### src/rtl/flit_assembler.sv
// rtl/flit_assembler.sv - NoC flit reassembly into per-packet slots with valid/ready output.
// Optional slot age-out is enabled by defining FLIT_ASSEMBLER_TIMEOUT_EN.
module flit_assembler #(
  parameter int NODE_ID         = 0,
  parameter int NODE_COUNT      = 8,
  parameter int PACKET_ID_WIDTH = 5,
  parameter int SLOTS           = 4,
  parameter int INPUT_WIDTH     = 100,
  parameter int MAX_PAYLOAD     = 64,
  parameter int FLIT_PAYLOAD    = 8,
  parameter int TIMEOUT_CYCLES  = 255
) (
  input  logic                           clk,
  input  logic                           rst,
  input  logic [INPUT_WIDTH-1:0]         flit_in,
  input  logic                           flit_valid,
  output logic [MAX_PAYLOAD-1:0]         packet_out,
  output logic [2:0]                     packet_type,
  output logic [$clog2(NODE_COUNT)-1:0]  src_node,
  output logic [PACKET_ID_WIDTH-1:0]     packet_id,
  output logic                           valid_out,
  input  logic                           ready_in,
  output logic                           drop
);

  localparam int NODE_W   = $clog2(NODE_COUNT);
  localparam int IDX_W    = $clog2(MAX_PAYLOAD / FLIT_PAYLOAD);
  localparam int MASK_W   = 1 << IDX_W;
  localparam int SLOT_W   = (SLOTS > 1) ? $clog2(SLOTS) : 1;
  localparam int SRC_LSB  = IDX_W;
  localparam int ID_LSB   = SRC_LSB + NODE_W;
  localparam int DATA_LSB = ID_LSB + PACKET_ID_WIDTH;
  localparam int KIND_LSB = DATA_LSB + FLIT_PAYLOAD;
  localparam int DEST_LSB = KIND_LSB + 3;
  localparam int VBIT_POS = DEST_LSB + NODE_W;

  localparam logic [2:0] K_DMEM_REQ_READ     = 3'd0;
  localparam logic [2:0] K_DMEM_REQ_WRITE    = 3'd1;
  localparam logic [2:0] K_DMEM_RESP_DATA    = 3'd2;
  localparam logic [2:0] K_DMEM_RESP_WRITTEN = 3'd3;
  localparam logic [2:0] K_DMEM_RESP_BAD     = 3'd4;
  localparam logic [2:0] K_IMEM_REQ_READ     = 3'd5;
  localparam logic [2:0] K_IMEM_RESP_DATA    = 3'd6;
  localparam logic [2:0] K_IMEM_RESP_BAD     = 3'd7;

  typedef enum logic [1:0] {S_FREE, S_FILLING, S_COMPLETE} slot_state_t;

  function automatic int flits_for(input logic [2:0] k);
    case (k)
      K_DMEM_RESP_WRITTEN, K_DMEM_RESP_BAD, K_IMEM_RESP_BAD:   return 1;
      K_DMEM_REQ_READ, K_IMEM_REQ_READ, K_IMEM_RESP_DATA:      return (32 + FLIT_PAYLOAD - 1) / FLIT_PAYLOAD;
      K_DMEM_REQ_WRITE, K_DMEM_RESP_DATA:                      return (64 + FLIT_PAYLOAD - 1) / FLIT_PAYLOAD;
      default:                                                 return (64 + FLIT_PAYLOAD - 1) / FLIT_PAYLOAD;
    endcase
  endfunction

  function automatic int popcnt(input logic [MASK_W-1:0] m);
    int c;
    c = 0;
    for (int i = 0; i < MASK_W; i++) c += int'(m[i]);
    return c;
  endfunction

  logic [IDX_W-1:0]           f_idx;
  logic [NODE_W-1:0]          f_src;
  logic [PACKET_ID_WIDTH-1:0] f_id;
  logic [FLIT_PAYLOAD-1:0]    f_data;
  logic [2:0]                 f_kind;
  logic [NODE_W-1:0]          f_dest;
  logic                       f_vbit;
  logic                       unused_hi;

  assign f_idx     = flit_in[IDX_W-1:0];
  assign f_src     = flit_in[SRC_LSB +: NODE_W];
  assign f_id      = flit_in[ID_LSB +: PACKET_ID_WIDTH];
  assign f_data    = flit_in[DATA_LSB +: FLIT_PAYLOAD];
  assign f_kind    = flit_in[KIND_LSB +: 3];
  assign f_dest    = flit_in[DEST_LSB +: NODE_W];
  assign f_vbit    = flit_in[VBIT_POS];
  assign unused_hi = ^flit_in[INPUT_WIDTH-1:VBIT_POS+1];

  slot_state_t                state_q   [SLOTS];
  slot_state_t                state_d   [SLOTS];
  logic [NODE_W-1:0]          src_q     [SLOTS];
  logic [NODE_W-1:0]          src_d     [SLOTS];
  logic [PACKET_ID_WIDTH-1:0] id_q      [SLOTS];
  logic [PACKET_ID_WIDTH-1:0] id_d      [SLOTS];
  logic [2:0]                 kind_q    [SLOTS];
  logic [2:0]                 kind_d    [SLOTS];
  logic [MAX_PAYLOAD-1:0]     payload_q [SLOTS];
  logic [MAX_PAYLOAD-1:0]     payload_d [SLOTS];
  logic [MASK_W-1:0]          recv_q    [SLOTS];
  logic [MASK_W-1:0]          recv_d    [SLOTS];

  logic [MAX_PAYLOAD-1:0]     out_payload_q, out_payload_d;
  logic [2:0]                 out_kind_q, out_kind_d;
  logic [NODE_W-1:0]          out_src_q, out_src_d;
  logic [PACKET_ID_WIDTH-1:0] out_id_q, out_id_d;
  logic                       valid_q, valid_d;
  logic                       drop_q, drop_d;

  logic              hit, free_found, cpl_found, dup, accept, flit_drop, wr, load_en, timeout_hit;
  logic [SLOT_W-1:0] hit_idx, free_idx, cpl_idx, tgt;
  logic [MASK_W-1:0] new_mask;
  int                n_exp;

`ifdef FLIT_ASSEMBLER_TIMEOUT_EN
  localparam int AGE_W = $clog2(TIMEOUT_CYCLES + 1);
  logic [AGE_W-1:0] age_q [SLOTS];
  logic [AGE_W-1:0] age_d [SLOTS];
`else
  if (TIMEOUT_CYCLES < 1) begin : g_cfg_check
    $error("TIMEOUT_CYCLES must be positive");
  end
`endif

  always_comb begin
    state_d       = state_q;
    src_d         = src_q;
    id_d          = id_q;
    kind_d        = kind_q;
    payload_d     = payload_q;
    recv_d        = recv_q;
    out_payload_d = out_payload_q;
    out_kind_d    = out_kind_q;
    out_src_d     = out_src_q;
    out_id_d      = out_id_q;
    valid_d       = valid_q;
    hit           = 1'b0;
    hit_idx       = '0;
    free_found    = 1'b0;
    free_idx      = '0;
    cpl_found     = 1'b0;
    cpl_idx       = '0;
    new_mask      = '0;
    timeout_hit   = 1'b0;
`ifdef FLIT_ASSEMBLER_TIMEOUT_EN
    age_d         = age_q;
`endif

    // Descending scan so the lowest-index candidate is the one that sticks.
    for (int s = SLOTS - 1; s >= 0; s--) begin
      if (state_q[s] == S_FILLING && src_q[s] == f_src && id_q[s] == f_id) begin
        hit     = 1'b1;
        hit_idx = SLOT_W'(s);
      end
      if (state_q[s] == S_FREE) begin
        free_found = 1'b1;
        free_idx   = SLOT_W'(s);
      end
      if (state_q[s] == S_COMPLETE) begin
        cpl_found = 1'b1;
        cpl_idx   = SLOT_W'(s);
      end
    end

    n_exp     = flits_for(hit ? kind_q[hit_idx] : f_kind);
    accept    = flit_valid & f_vbit;
    dup       = hit && recv_q[hit_idx][f_idx];
    flit_drop = accept && ((f_dest != NODE_W'(NODE_ID)) || (int'(f_idx) >= n_exp) || dup ||
                           (!hit && !free_found));
    wr        = accept && !flit_drop;
    tgt       = hit ? hit_idx : free_idx;

    if (wr) begin
      if (!hit) begin
        state_d[tgt]   = S_FILLING;
        src_d[tgt]     = f_src;
        id_d[tgt]      = f_id;
        kind_d[tgt]    = f_kind;
        payload_d[tgt] = '0;
        recv_d[tgt]    = '0;
      end
      payload_d[tgt][int'(f_idx)*FLIT_PAYLOAD +: FLIT_PAYLOAD] = f_data;
      new_mask    = recv_d[tgt] | (MASK_W'(1) << f_idx);
      recv_d[tgt] = new_mask;
      if (popcnt(new_mask) == n_exp) state_d[tgt] = S_COMPLETE;
`ifdef FLIT_ASSEMBLER_TIMEOUT_EN
      age_d[tgt] = '0;
`endif
    end

`ifdef FLIT_ASSEMBLER_TIMEOUT_EN
    // A flit landing in a slot on its expiry cycle keeps the slot alive.
    for (int s = 0; s < SLOTS; s++) begin
      if (state_q[s] == S_FILLING && !(wr && tgt == SLOT_W'(s))) begin
        if (age_q[s] >= AGE_W'(TIMEOUT_CYCLES - 1)) begin
          state_d[s]  = S_FREE;
          timeout_hit = 1'b1;
        end else begin
          age_d[s] = age_q[s] + 1'b1;
        end
      end
    end
`endif

    load_en = !valid_q || ready_in;
    if (load_en) begin
      valid_d = cpl_found;
      if (cpl_found) begin
        out_payload_d    = payload_q[cpl_idx];
        out_kind_d       = kind_q[cpl_idx];
        out_src_d        = src_q[cpl_idx];
        out_id_d         = id_q[cpl_idx];
        state_d[cpl_idx] = S_FREE;
      end
    end

    drop_d = flit_drop | timeout_hit;
  end

  always_ff @(posedge clk) begin
    if (rst) begin
      for (int s = 0; s < SLOTS; s++) begin
        state_q[s]   <= S_FREE;
        src_q[s]     <= '0;
        id_q[s]      <= '0;
        kind_q[s]    <= '0;
        payload_q[s] <= '0;
        recv_q[s]    <= '0;
`ifdef FLIT_ASSEMBLER_TIMEOUT_EN
        age_q[s]     <= '0;
`endif
      end
      out_payload_q <= '0;
      out_kind_q    <= '0;
      out_src_q     <= '0;
      out_id_q      <= '0;
      valid_q       <= 1'b0;
      drop_q        <= 1'b0;
    end else begin
      state_q       <= state_d;
      src_q         <= src_d;
      id_q          <= id_d;
      kind_q        <= kind_d;
      payload_q     <= payload_d;
      recv_q        <= recv_d;
`ifdef FLIT_ASSEMBLER_TIMEOUT_EN
      age_q         <= age_d;
`endif
      out_payload_q <= out_payload_d;
      out_kind_q    <= out_kind_d;
      out_src_q     <= out_src_d;
      out_id_q      <= out_id_d;
      valid_q       <= valid_d;
      drop_q        <= drop_d;
    end
  end

  assign packet_out  = out_payload_q;
  assign packet_type = out_kind_q;
  assign src_node    = out_src_q;
  assign packet_id   = out_id_q;
  assign valid_out   = valid_q;
  assign drop        = drop_q;

endmodule

### config.mk
export PLATFORM = sky130hd
export DESIGN_NAME = flit_assembler
export DESIGN_NICKNAME = d
export VERILOG_FILES = /design/src/rtl/flit_assembler.sv
export SDC_FILE = /design/constraint.sdc
export NUM_CORES = 1
export LEC_CHECK = 0
export ABC_CLOCK_PERIOD_IN_PS = 8000
export CAP_MARGIN = 5
export CELL_PAD_IN_SITES_DETAIL_PLACEMENT = 1
export CELL_PAD_IN_SITES_GLOBAL_PLACEMENT = 1
export CORE_UTILIZATION = 25
export DETAILED_ROUTE_END_ITERATION = 10
export PLACE_DENSITY_LB_ADDON = 0.1
export SETUP_SLACK_MARGIN = 0.4
export SYNTH_ARGS = -nofsm -noshare
export SYNTH_HDL_FRONTEND = slang
export SYNTH_SLANG_ARGS = --single-unit
### constraint.sdc
create_clock -name clk -period 8 [get_ports clk]
set_input_delay 2 -clock clk [delete_from_list [all_inputs] [get_ports clk]]
set_output_delay 2 -clock clk [all_outputs]
set_load 0.01 [all_outputs]
==> results.md <==
Run status:
- The flow ran to the end, and the final reports show no timing, DRC or antenna violations.

Place:
- The minimum setup slack after placement is -0.2187 ns.
- Detailed placement finished with a half-perimeter wire length of 55,720 um.
- The congestion estimate from routability-driven global placement came to about 0.81.
- Once placement finished, the instance area stood at between 20,000 and 25,000 um^2.
- In this run, placement finished with an instance count of 3,386.
- The count of buffers from port buffering is about 110.

Flow run:
- The max-capacitance violation count is 0.

Routing:
- Across all layers, the routed design uses 18,290 vias.
- Dividing the detail-routed via count by the number of cells gives between 5 and 6.
- In the routed design, unresolved DRC markers number 0.
- For this block, the routed nets add up to 83,180 um of wire.
- The routed length per placed instance is around 24 um.
- The total iterations of the first detailed-routing run is 5.
- After the first detailed-routing iteration, the DRC count stood at between 1,000 and 1,500.
- The count of nets left with antenna violations once routing finished came out at 0.

Pwr:
- Power spread over the standard cell area amounts to about 200 nW/um^2.
- The leakage power total is roughly 8 nW.
- IR analysis of the VDD net gives a maximum drop of ~150 uV.

Synthesis:
- Of the synthesized area, sequential elements account for 0.4306.
- The most common cell in the synthesized netlist is sky130_fd_sc_hd__nand2_1.
- For this run, the leading register cell type out of synthesis is sky130_fd_sc_hd__dfxtp_1.
- The average cell area after synthesis is roughly 8.4 um^2.
- In this run, synthesis inferred 0 flip-flops with an integrated enable.
- The number of nets handed over by synthesis was about 2,400.
- After synthesis, the cell types taking the most area are sky130_fd_sc_hd__dfxtp_1 43%, sky130_fd_sc_hd__nand2_1 8.6%, sky130_fd_sc_hd__a21oi_1 4.6%, sky130_fd_sc_hd__o32ai_1 3.3%, sky130_fd_sc_hd__nand3_1 3.2%.
- The fraction of registers with async set/reset is 0.
- The flip-flop and latch count after synthesis is around 420.
- The library cell with the largest summed area after synthesis is sky130_fd_sc_hd__dfxtp_1.
- The synthesized instance count is approximately 2,300.
- The netlist uses slightly below 90 different library cells.
- Ranked by instance count, the synthesized netlist is headed by 444 x sky130_fd_sc_hd__nand2_1, 417 x sky130_fd_sc_hd__dfxtp_1, 177 x sky130_fd_sc_hd__a21oi_1.
- The synthesized netlist occupies a cell area of approximately 19,000 um^2.
- Of the post-synthesis cell area, the dominant cell type holds 0.4306.
- The count of synthesis-stage warnings from yosys is 0.

Timing:
- The final worst clock skew is 0.03786 ns.
- Setup slack on the critical path of the routed design comes to 0.6424 ns.
- Setup violations remaining at the end of the flow were counted as 0.
- The remaining max-slew budget at the tightest pin is 0.2462.
- Dividing the final minimum period by the clock period gives 0.9197.
- After layout, the minimum clock period comes to between 7 and 8 ns.
- Setup repair after global routing left no endpoint under its margin.
- The number of hold-slack violations in the final timing report was 0.
- For the pin with the worst max-slew slack, the measured transition is around 1.1 ns.
- The number of slew-limit violations in the final report is 0.
- Static timing analysis puts the maximum clock frequency at 135.9 MHz.
- The worst hold slack after final layout is around 0.45 ns.

Clock tree:
- The clock root buffer master is sky130_fd_sc_hd__clkbuf_16.
- The longest clock path from root to sink contains 3 buffers.
- The clock network latency to the later pin of the worst-skew pair is ~0.63 ns.
- TritonCTS created 52 clock buffers.
- The clock slew seen by the registers of the worst setup and hold paths is 0.06 ns.
- The clock tree synthesis step divided the H-tree into 2 levels.
- The number of hold buffers added after CTS was 0.
- The CTS tree is done.
- The number of clock sinks seen by CTS is between 400 and 500.

GRT:
- Entering global routing, the biggest net connects 84 pins.
- The total overflow reported by the global router is 0.
- The wire length of the first global-routing pass is approximately 130,000 um.
- The global-route usage over all layers is 0.2096.
- The initial antenna violation count is 0.
- The number of global-route vias before repair is approximately 19,000.

Final layout:
- The signed area change from the synthesized netlist to the final layout is 24.14%.
- The number of diodes added for antenna fixing is 0.
- The final instance count without filler cells is about 3,500.
- The post-layout utilization of the core is 0.3153.
- In the final layout, the share of cells above drive strength 1 is 0.1296.
- With fillers left out, the area of the finished cells amounts to ~24,000 um^2.
- After filler insertion, the fill cell instance count of the layout stands at between 8,000 and 9,000.
- At the end of the flow, the number of nets in the layout was 2,534.

Worst setup path:
- The endpoint arrival time on the critical path is between 7 and 8 ns.
- The count of buffer and inverter cells on the critical path is 6.
- The kind of cell with the highest combined delay along the critical path is adder cells.
- The critical path is of the in2reg type.
- The critical path data required time is 8.55 ns.
- On the worst path, the slowest cell contributes a delay of around 0.58 ns.
- The kind of launch point of the worst setup path is a primary input.
- The slowest stage of the critical path belongs to the cell sky130_fd_sc_hd__fa_2.
- The largest fanout on the critical path is 14.
- The critical path goes through clkdlybuf4s50_1, xnor2_1, nand3_2, or3_4, nand2_1, o21ai_2, buf_6, nand2_1, a21oi_1, nor3_1, inv_1, fa_1, inv_1, fa_1, inv_1, fa_1, ha_1, fa_2, nor2_1, mux4_2, o31ai_2, buf_6, o221a_2.
- STA classifies the critical path endpoint as a flop.

Floorplan:
- After floorplanning, the core was divided into 101 placement rows.
- The vertical extent of the die is 280.5 um.
- The initial cell density of the core is 0.2540.
- In this run the horizontal extent of the chip is ~280 um.
- The die covers between 70,000 and 80,000 um^2.
- The total area inside the core boundary comes to 76,330 um^2.
- The total I/O pin count is around 180.

Min path:
- The type of the worst min-delay path is reg2reg.
==> report_power, final <==
group | leakage [nW] | total [mW] | switching, mW | internal, mW
clock | 0.854 | 2.43 | 0.984 | 1.45
combinational | 3.60 | 0.268 | 0.181 | 0.0874
sequential | 3.36 | 2.08 | 0.00172 | 2.08
==> per-layer routing <==
layer,GRT usage,vias to the layer above,share of wire
li1,-,8614,-
met1,0.2870,9236,0.48
met2,0.3461,323,0.46
met3,0.02515,117,0.031
met4,0.05436,0,0.024
met5,0,-,0
==> layout by cell type (no fill, tap or decap), types with 14 or more instances in the layout <==
master and count:
sky130_fd_sc_hd__a31oi_1 99, sky130_fd_sc_hd__buf_4 129, sky130_fd_sc_hd__nor2_1 67, sky130_fd_sc_hd__a211oi_1 41
sky130_fd_sc_hd__mux2i_1 46, sky130_fd_sc_hd__nor3_1 52, sky130_fd_sc_hd__o32ai_1 73, sky130_fd_sc_hd__o211ai_1 54
sky130_fd_sc_hd__a2bb2o_1 14, sky130_fd_sc_hd__nand3_1 123, sky130_fd_sc_hd__clkbuf_16 53, sky130_fd_sc_hd__xnor2_1 19
sky130_fd_sc_hd__o2bb2ai_1 38, sky130_fd_sc_hd__dfxtp_1 417, sky130_fd_sc_hd__a21oi_1 177, sky130_fd_sc_hd__o21ai_0 23
sky130_fd_sc_hd__nand2_1 441, sky130_fd_sc_hd__a22o_1 47, sky130_fd_sc_hd__inv_1 97, sky130_fd_sc_hd__o22ai_1 37
sky130_fd_sc_hd__nor4_1 14, sky130_fd_sc_hd__clkdlybuf4s50_1 102
==> stage by stage <==
stage | setup TNS (ns) | total power [mW]
2_1_floorplan | 0 | 2.265
3_3_place_gp | -1.051 | 2.388
3_5_place_dp | -2.599 | 2.392
4_1_cts | 0 | 4.850
5_1_grt | 0 | 4.954
6_report | 0 | 4.782
==> cells by family (layout without fill, tap and decap cells) <==
kind of cell    count (synthesis)  in the layout  share of synthesized area
flops                         417            417                     0.4306
fa+ha+maj                      17             17                    0.01252
buf+inv                       293            443                    0.06441
mux                            48             48                    0.02549
compound gates                690            690                     0.2636
xor+xnor                       35             35                    0.01736
simple gates                  803            803                     0.1860
==> area by class of cell <==
class,count,area (um^2),area share
Sequential cell,417,8348,0.3469
Multi-Input combinational cell,1593,9975,0.4145
Inverter,99,372.9,0.01549
Clock buffer,77,1526,0.06343
Tap cell,1030,1289,0.05355
Timing Repair Buffer,250,2323,0.09654
Clock inverter,17,232.7,0.009670
==> registers in the layout, summed over array words and instances, names as in the netlist, 3 cells and up <==
name	cells
state_q	8
packet_out	64
payload_q	256
id_q	20
recv_q	32
kind_q	12
packet_id	5
src_node	3
packet_type	3
src_q	12
==> worst paths after layout <==
check,start,end,slack (ns),cells after the start
setup / recovery,flit_in[8],state_q[6],0.64,23
hold / removal,payload_q[240],payload_q[240],0.45,2
setup reg to reg,id_q[1],state_q[6],2.27,22
hold reg to reg,payload_q[240],payload_q[240],0.45,2
==> tightest hold or removal path: stages, from the launching register on <==
cell                        delay [ns]
sky130_fd_sc_hd__dfxtp_1          0.31
sky130_fd_sc_hd__inv_1            0.05
sky130_fd_sc_hd__o2bb2ai_1        0.05
==> timing repair <==
| action | CTS | global route |
|---|---|---|
| setup endpoints to repair | 0 | 36 |
| buffers inserted | 0 | 3 |
| resized for setup | 0 | 21 |
No activity file was read; power rests on OpenSTA's default activity.
